## src/rtl/req_serializer_pkg.sv

```systemverilog
// Shared types and helpers for req_serializer: FSM state, default width,
// one-hot to index encoding and population count.
package req_serializer_pkg;

  typedef enum logic {
    IDLE = 1'b0,
    BUSY = 1'b1
  } state_e;

  localparam int DEFAULT_N = 16;
  // Widest request vector the helper functions accept.
  localparam int MAX_W = 256;

  function automatic int oh_to_idx(input logic [MAX_W-1:0] oh);
    int idx;
    idx = 0;
    for (int i = 0; i < MAX_W; i++) begin
      if (oh[i]) idx = idx | i;
    end
    return idx;
  endfunction

  function automatic int popcount(input logic [MAX_W-1:0] v);
    int cnt;
    cnt = 0;
    for (int i = 0; i < MAX_W; i++) begin
      cnt = cnt + {31'b0, v[i]};
    end
    return cnt;
  endfunction

endpackage

```

## src/rtl/req_serializer_onehot_encoder.sv

```systemverilog
// Purely combinational one-hot to binary index encoder used by req_serializer.
module onehot_encoder
  import req_serializer_pkg::*;
#(
  parameter  int N  = DEFAULT_N,
  localparam int IW = $clog2(N)
) (
  input  logic [N-1:0]  onehot_i,
  output logic [IW-1:0] idx_o
);

  assign idx_o = IW'(oh_to_idx(MAX_W'(onehot_i)));

endmodule

```

## src/rtl/req_serializer.sv

```systemverilog
// Captures a request vector and issues one MSB-first grant per handshake.
// Optional macro REQ_SERIALIZER_COUNT_EN adds the pend_cnt popcount output.
module req_serializer
  import req_serializer_pkg::*;
#(
  parameter  int N  = DEFAULT_N,
  localparam int IW = $clog2(N),
  localparam int CW = $clog2(N + 1)
) (
  input  logic          clk,
  input  logic          rst_n,
  input  logic          in_valid,
  output logic          in_ready,
  input  logic [N-1:0]  in_vec,
  output logic          out_valid,
  input  logic          out_ready,
  output logic [N-1:0]  out_onehot,
  output logic [IW-1:0] out_idx,
  output logic          out_last,
  output logic          busy
`ifdef REQ_SERIALIZER_COUNT_EN
  ,
  output logic [CW-1:0] pend_cnt
`endif
);

  state_e       state_q, state_d;
  logic [N-1:0] pend_q, pend_d;
  logic [N-1:0] mask;
  logic         seen;

  // Bit i survives only when no higher bit of pend is set.
  always_comb begin
    mask = '0;
    seen = 1'b0;
    for (int i = N - 1; i >= 0; i--) begin
      mask[i] = ~seen;
      seen    = seen | pend_q[i];
    end
  end

  assign busy       = (state_q == BUSY);
  assign in_ready   = (state_q == IDLE);
  assign out_valid  = busy;
  assign out_onehot = pend_q & mask;
  assign out_last   = busy && ((pend_q & ~out_onehot) == '0);

  onehot_encoder #(.N(N)) u_enc (
    .onehot_i (out_onehot),
    .idx_o    (out_idx)
  );

`ifdef REQ_SERIALIZER_COUNT_EN
  logic [CW-1:0] cnt_q, cnt_d;
  assign pend_cnt = cnt_q;
`endif

  always_comb begin
    state_d = state_q;
    pend_d  = pend_q;
`ifdef REQ_SERIALIZER_COUNT_EN
    cnt_d   = cnt_q;
`endif
    case (state_q)
      IDLE: begin
        // An all-zero vector is consumed without leaving IDLE.
        if (in_valid && (in_vec != '0)) begin
          pend_d  = in_vec;
          state_d = BUSY;
`ifdef REQ_SERIALIZER_COUNT_EN
          cnt_d   = CW'(popcount(MAX_W'(in_vec)));
`endif
        end
      end
      BUSY: begin
        if (out_ready) begin
          pend_d = pend_q & ~out_onehot;
`ifdef REQ_SERIALIZER_COUNT_EN
          cnt_d  = cnt_q - CW'(1);
`endif
          if (out_last) begin
            state_d = IDLE;
            pend_d  = '0;
`ifdef REQ_SERIALIZER_COUNT_EN
            cnt_d   = '0;
`endif
          end
        end
      end
      default: begin
        state_d = IDLE;
        pend_d  = '0;
      end
    endcase
  end

  always_ff @(posedge clk or negedge rst_n) begin
    if (!rst_n) begin
      state_q <= IDLE;
      pend_q  <= '0;
`ifdef REQ_SERIALIZER_COUNT_EN
      cnt_q   <= '0;
`endif
    end else begin
      state_q <= state_d;
      pend_q  <= pend_d;
`ifdef REQ_SERIALIZER_COUNT_EN
      cnt_q   <= cnt_d;
`endif
    end
  end

endmodule

```

## config.mk

```make
export PLATFORM = sky130hd
export DESIGN_NAME = req_serializer
export DESIGN_NICKNAME = d
export VERILOG_FILES = /design/src/rtl/req_serializer_pkg.sv /design/src/rtl/req_serializer_onehot_encoder.sv /design/src/rtl/req_serializer.sv
export SDC_FILE = /design/constraint.sdc
export NUM_CORES = 1
export LEC_CHECK = 0
export CAP_MARGIN = 20
export CORE_MARGIN = 3
export CORE_UTILIZATION = 41
export CTS_CLUSTER_SIZE = 16
export DETAILED_ROUTE_END_ITERATION = 10
export PLACE_DENSITY = 0.77
export SKIP_LAST_GASP = 1
export SLEW_MARGIN = 20
export SYNTH_ARGS = -nofsm -noshare
export SYNTH_HDL_FRONTEND = slang
export SYNTH_SLANG_ARGS = --single-unit
export TNS_END_PERCENT = 100
```

## constraint.sdc

```tcl
create_clock -name clk -period 2.5 [get_ports clk]
set_input_delay 0.75 -clock clk [delete_from_list [all_inputs] [get_ports clk]]
set_output_delay 0.75 -clock clk [all_outputs]
set_load 0.02 [all_outputs]
```

# After elaboration in Yosys (flattened, before gate mapping)
# Cells that the tools add are included.
totals:
  register_bits: 17
  in_bits: 20
  out_inout_bits: 24
  elab_cells: 65
classes:
  n_eq_ne: 2
  muxes: 23
  n_bitwise: 33
  reduce_logical: 5
ops:
  columns: ["operator", "count"]
  rows:
  - ["$mux W16", 3]
  - ["$and A16 B16 Y16", 2]
  - ["$mux W4", 8]
  - ["$pmux W16 S2", 1]
  - ["$logic_not A16 Y1", 1]
  - ["$not A1 Y1", 16]
  - ["$not A16 Y16", 1]
  - ["$reduce_bool A16 Y1", 1]
  - ["$or A1 B1 Y1", 14]
  - ["$mux W3", 4]
  - ["$mux W1", 4]
  - ["$mux W2", 2]
  - ["$logic_and A1 B1 Y1", 2]
  - ["$ne A2 B1 Y1 const B", 1]
  - ["$ne A2 B2 Y1 const B", 1]
  - ["$pmux W1 S2", 1]
  - ["$reduce_and A2 Y1", 1]

# Logic depth before layout (Yosys ltp)
depth:
  ltp_word: 31
  ltp_mapped: 8
  ltp_nobuf: 6

# By module
# Synthesis repeated with hierarchy kept, for this count alone.
unflattened:
  hier_cells: 150
  area_unflattened_um2: 1291.2
modules_own_cells:
  columns: ["module", "n_inst", "cells_each", "area_per_inst_um2", "seq_area_each_um2"]
  rows:
  - ["req_serializer", 1, 139, 1226.2, 425.4]
  - ["onehot_encoder", 1, 11, 65.1, 0.0]

# Worst setup path after synthesis
# OpenSTA, ideal clock, no wires.
synth_path:
  path_type: "register to output"
  from: "register pend_q[13]"
  to: "output out_idx[0]"
  t_arrival_ps: 2202
  t_required_ps: 1750
  setup_slack_ps: -452
  stages_incl_launch_ff: 8
  path_buffers: 2
  path_cell_list: "dfrtp_1 -> buf_6 -> nor4_4 -> and2_1 -> buf_6 -> nand3_1 -> nor3b_1 -> or3_1"
synth_between:
  elab_chain_cells: 29
  elab_cells_between_ends: 34
  cone_classes: "15 x mux; 19 x bitwise"
synth_lines:
  columns: ["item", "line", "source"]
  rows:
  - ["from (decl)", "req_serializer.sv:28", "logic [N-1:0] pend_q, pend_d;"]
  - ["from (signal assigned)", "req_serializer.sv:106", "pend_q <= pend_d;"]
  - ["$or A1 B1 Y1 (12 in series)", "req_serializer.sv:38", "seen = seen | pend_q[i];"]
  - ["$not A1 Y1", "req_serializer.sv:37", "mask[i] = ~seen;"]
  - ["$and A16 B16 Y16", "req_serializer.sv:45", "assign out_onehot = pend_q & mask;"]
  - ["via out_onehot[1]", "req_serializer.sv:17", "output logic [N-1:0] out_onehot,"]
  - ["$mux W1", "req_serializer_pkg.sv:18", "if (oh[i]) idx = idx | i;"]
  - ["$mux W2 (2 in series)", "req_serializer_pkg.sv:18", null]
  - ["$mux W3 (4 in series)", "req_serializer_pkg.sv:18", null]
  - ["$mux W4 (8 in series)", "req_serializer_pkg.sv:18", null]
  - ["to (decl)", "req_serializer.sv:18", "output logic [IW-1:0] out_idx,"]
# The timed path passes the listed nets, and every way through them passes these cells.

# Worst setup path after layout
layout_path:
  from: "register pend_q[10]"
  to: "output out_last"
layout_between:
  elab_chain_cells: 16
  elab_cells_between_ends: 25
  cone_classes: "23 x bitwise; 2 x reduce/logical"
layout_lines:
  columns: ["item", "line", "source"]
  rows:
  - ["$or A1 B1 Y1 (10 in series)", "req_serializer.sv:38", null]
  - ["$not A1 Y1", "req_serializer.sv:37", null]
  - ["$and A16 B16 Y16", "req_serializer.sv:45", null]
  - ["$not A16 Y16", "req_serializer.sv:46", "assign out_last = busy && ((pend_q & ~out_onehot) == '0);"]
  - ["$and A16 B16 Y16 *", "req_serializer.sv:46", null]
  - ["$logic_not A16 Y1 *", "req_serializer.sv:46", null]
  - ["$logic_and A1 B1 Y1 *", "req_serializer.sv:46", null]
  - ["to (decl)", "req_serializer.sv:19", "output logic out_last,"]
# Mark *: on every way between the ends. The rest lies on a longest branch, timed or not.

==> impl_metrics.json <==
{
  "fin_skew_ps": 2.02,
  "num_vias": 1820,
  "dp_cells": 288,
  "setup-violations-final": 12,
  "final_cell_mix": "61 x buf_4, 23 x nand2_1, 23 x clkdlybuf4s50_1, 18 x buf_6, 15 x dfrtp_1",
  "critical_path_class": "reg -> out",
  "vias_per_cell": 5.97,
  "yosysSeqAreaShare": 0.330,
  "wl_per_cell_um": 19.5,
  "synth.top_cell.area_share": 0.330,
  "gp_congestion": 0.844,
  "cts.sinks": 17,
  "cp-end-kind": "output pin",
  "worstSetupStartpointType": "register",
  "drive_gt1_frac": 0.468,
  "syn-mean-instance-area_um2": 7.91,
  "whs_ps": 714,
  "drc": 0,
  "synth_warnings": 0,
  "cts_hold_buf": 0,
  "drt_iter0_drc": 181,
  "final_common_cell": "buf_4",
  "hold_path.class": "reg -> reg",
  "worstPathRequired_ps": 1750,
  "antenna_found_initial": 0,
  "h-tree-depth": 1,
  "rsz0062_at_grt": "true",
  "rows": 19,
  "instances_no_fill": 305,
  "dr.pass1.iters": 5,
  "antenna_left": 0,
  "yosys-top-cells-area": "dfrtp_1 33%, o21ai_0 7.8%, nand2_1 7.3%",
  "fp.coreArea_um2": 2880,
  "yosys.cell_types.count": 40,
  "fin_crit_sh": 1.13,
  "cts_buffer_depth": 2,
  "grt_start_max_net_pins": 18,
  "crit_path_start": "pend_q[10]",
  "grt_pass1_vias": 1727,
  "clk_pin_slew_worst_paths_ps": 110,
  "dp_slack_ps": -537,
  "place_area_um2": 2140,
  "finalInstanceArea_um2": 2430,
  "initial_core_util": 0.448,
  "syn_inst": 163,
  "syn_area_um2": 1290,
  "hold_viol": 0,
  "slew_headroom": 0.615,
  "worstMarginPinSlew_ps": 578,
  "grtUsageTotal": 0.299,
  "cap_violations": 0,
  "outcome": "finished, violations left",
  "slew_violations": 0,
  "yosys.area.top_type": "dfrtp_1",
  "antenna_cells": 0,
  "clk_latency_ps": 290,
  "fp.dieW_um": 62.1,
  "cts-root-buf": "clkbuf_4",
  "power_density_nw_per_um2": 1590,
  "worst_slack_ps": -334,
  "p_leak_nw": 1.18,
  "dp_hpwl_um": 3850,
  "routed_wl_um": 5940,
  "finalCriticalPeriod_ps": 2830,
  "io_buffers": 43,
  "final_nets": 284,
  "syn2layout_area_growth_pct": 88.9,
  "grt_pass1_wl_um": 8310,
  "cts_tree": "done",
  "path_max_fanout": 4,
  "arrival_ps": 2080,
  "synth_nets": 183,
  "grt-ovfl-total": 0,
  "irDropWorstVdd_uv": 788,
  "die_h_um": 62.1,
  "cts_inserted_buffers": 3,
  "r2r_start": "pend_q[10]",
  "pin_count": 44,
  "worstHoldStart": "pend_q[3]",
  "utilization": 0.846,
  "fmax_mhz": 353,
  "failed_checks": "setup timing",
  "synth-seq-cells": 17,
  "die_area_um2": 3850
}
[worst max-delay path: stages, from the launching register on]
cell	delay [ps]
dfrtp_1	430
nor4_4	380
buf_4	190
a21bo_4	220
nand2_2	60
and3_4	190
and4_4	200
buf_6	110
[path summary, 6_finish.rpt]
kind,to,slack [ps],cells after the start
worst max-delay path,out_last,-330,7
min in group asynchronous,pend_q[0],770,2
worst min register to register,pend_q[3],710,3
worst max register to register,pend_q[0],340,8
worst min-delay path,pend_q[3],710,3
max in group asynchronous,pend_q[7],1520,2
[cells by family (layout without fill, tap and decap cells)]
| logic type | count (synthesis) | in the layout | synth area share |
|---|---|---|---|
| adders and majority gates | 1 | 1 | 0.00777 |
| muxes | 1 | 1 | 0.00777 |
| DFF | 17 | 17 | 0.330 |
| buffers and inverters | 20 | 120 | 0.0806 |
| and+or+nand+nor | 74 | 74 | 0.305 |
| AOI/OAI and AO/OA | 50 | 50 | 0.269 |
[routing by layer]
layer | vias to the layer above | global-route usage | wire [µm]
li1 | 804 | - | -
met1 | 853 | 0.379 | 2340
met2 | 142 | 0.509 | 2870
met3 | 21 | 0.0579 | 565
met4 | 0 | 0.100 | 162
met5 | - | 0 | 0
[through the flow]
stage	setup TNS, ps	power, mW
2_1_floorplan	-11.0	1.73
3_3_place_gp	-5110	2.82
3_5_place_dp	-5600	2.91
4_1_cts	-2120	3.35
5_1_grt	-3040	4.04
6_report	-2070	3.87
[Yosys cell counts, drive strengths merged]
library cell	n
a2111oi	1
a211oi	4
a21bo	1
a21o	3
a21oi	5
a221oi	1
a22o	8
a31oi	2
a41oi	2
and2	5
and3	6
and3b	1
and4	1
buf	5
clkbuf	7
clkinv	1
dfrtp	17
inv	7
maj3	1
mux2i	1
nand2	25
nand3	7
nor2	11
nor2b	1
nor3	3
nor3b	2
nor4	9
nor4b	1
o21ai	20
o22ai	1
o31ai	1
o41ai	1
or2	1
or3	1
[state kept, by name (all words and copies together) (netlist names)]
name,count
busy,1
pend_q,16
[area by class of cell]
class                      count  area, µm²
tap                           42       52.6
inverter                       8       37.5
sequential                    17        428
multi-input combinational    126        952
fill                         159        442
timing repair buffer         108        938
clock buffer                   4       26.3
[where the power goes]
part | switching (mW) | total, mW | internal (mW) | leakage, nW
clock | 0.0921 | 0.154 | 0.0619 | 0.0150
sequential | 0.120 | 0.493 | 0.373 | 0.219
combinational | 1.59 | 3.22 | 1.63 | 0.948
total | 1.80 | 3.87 | 2.07 | 1.18
[what timing repair did]
item / in CTS / in global routing
hold endpoints to repair: 0 / 0
buffers inserted: 9 / 8
resized for setup: 114 / 31
pin swaps: 8 / 11
setup endpoints to repair: 20 / 17
Power figures use the tool's default switching activity.
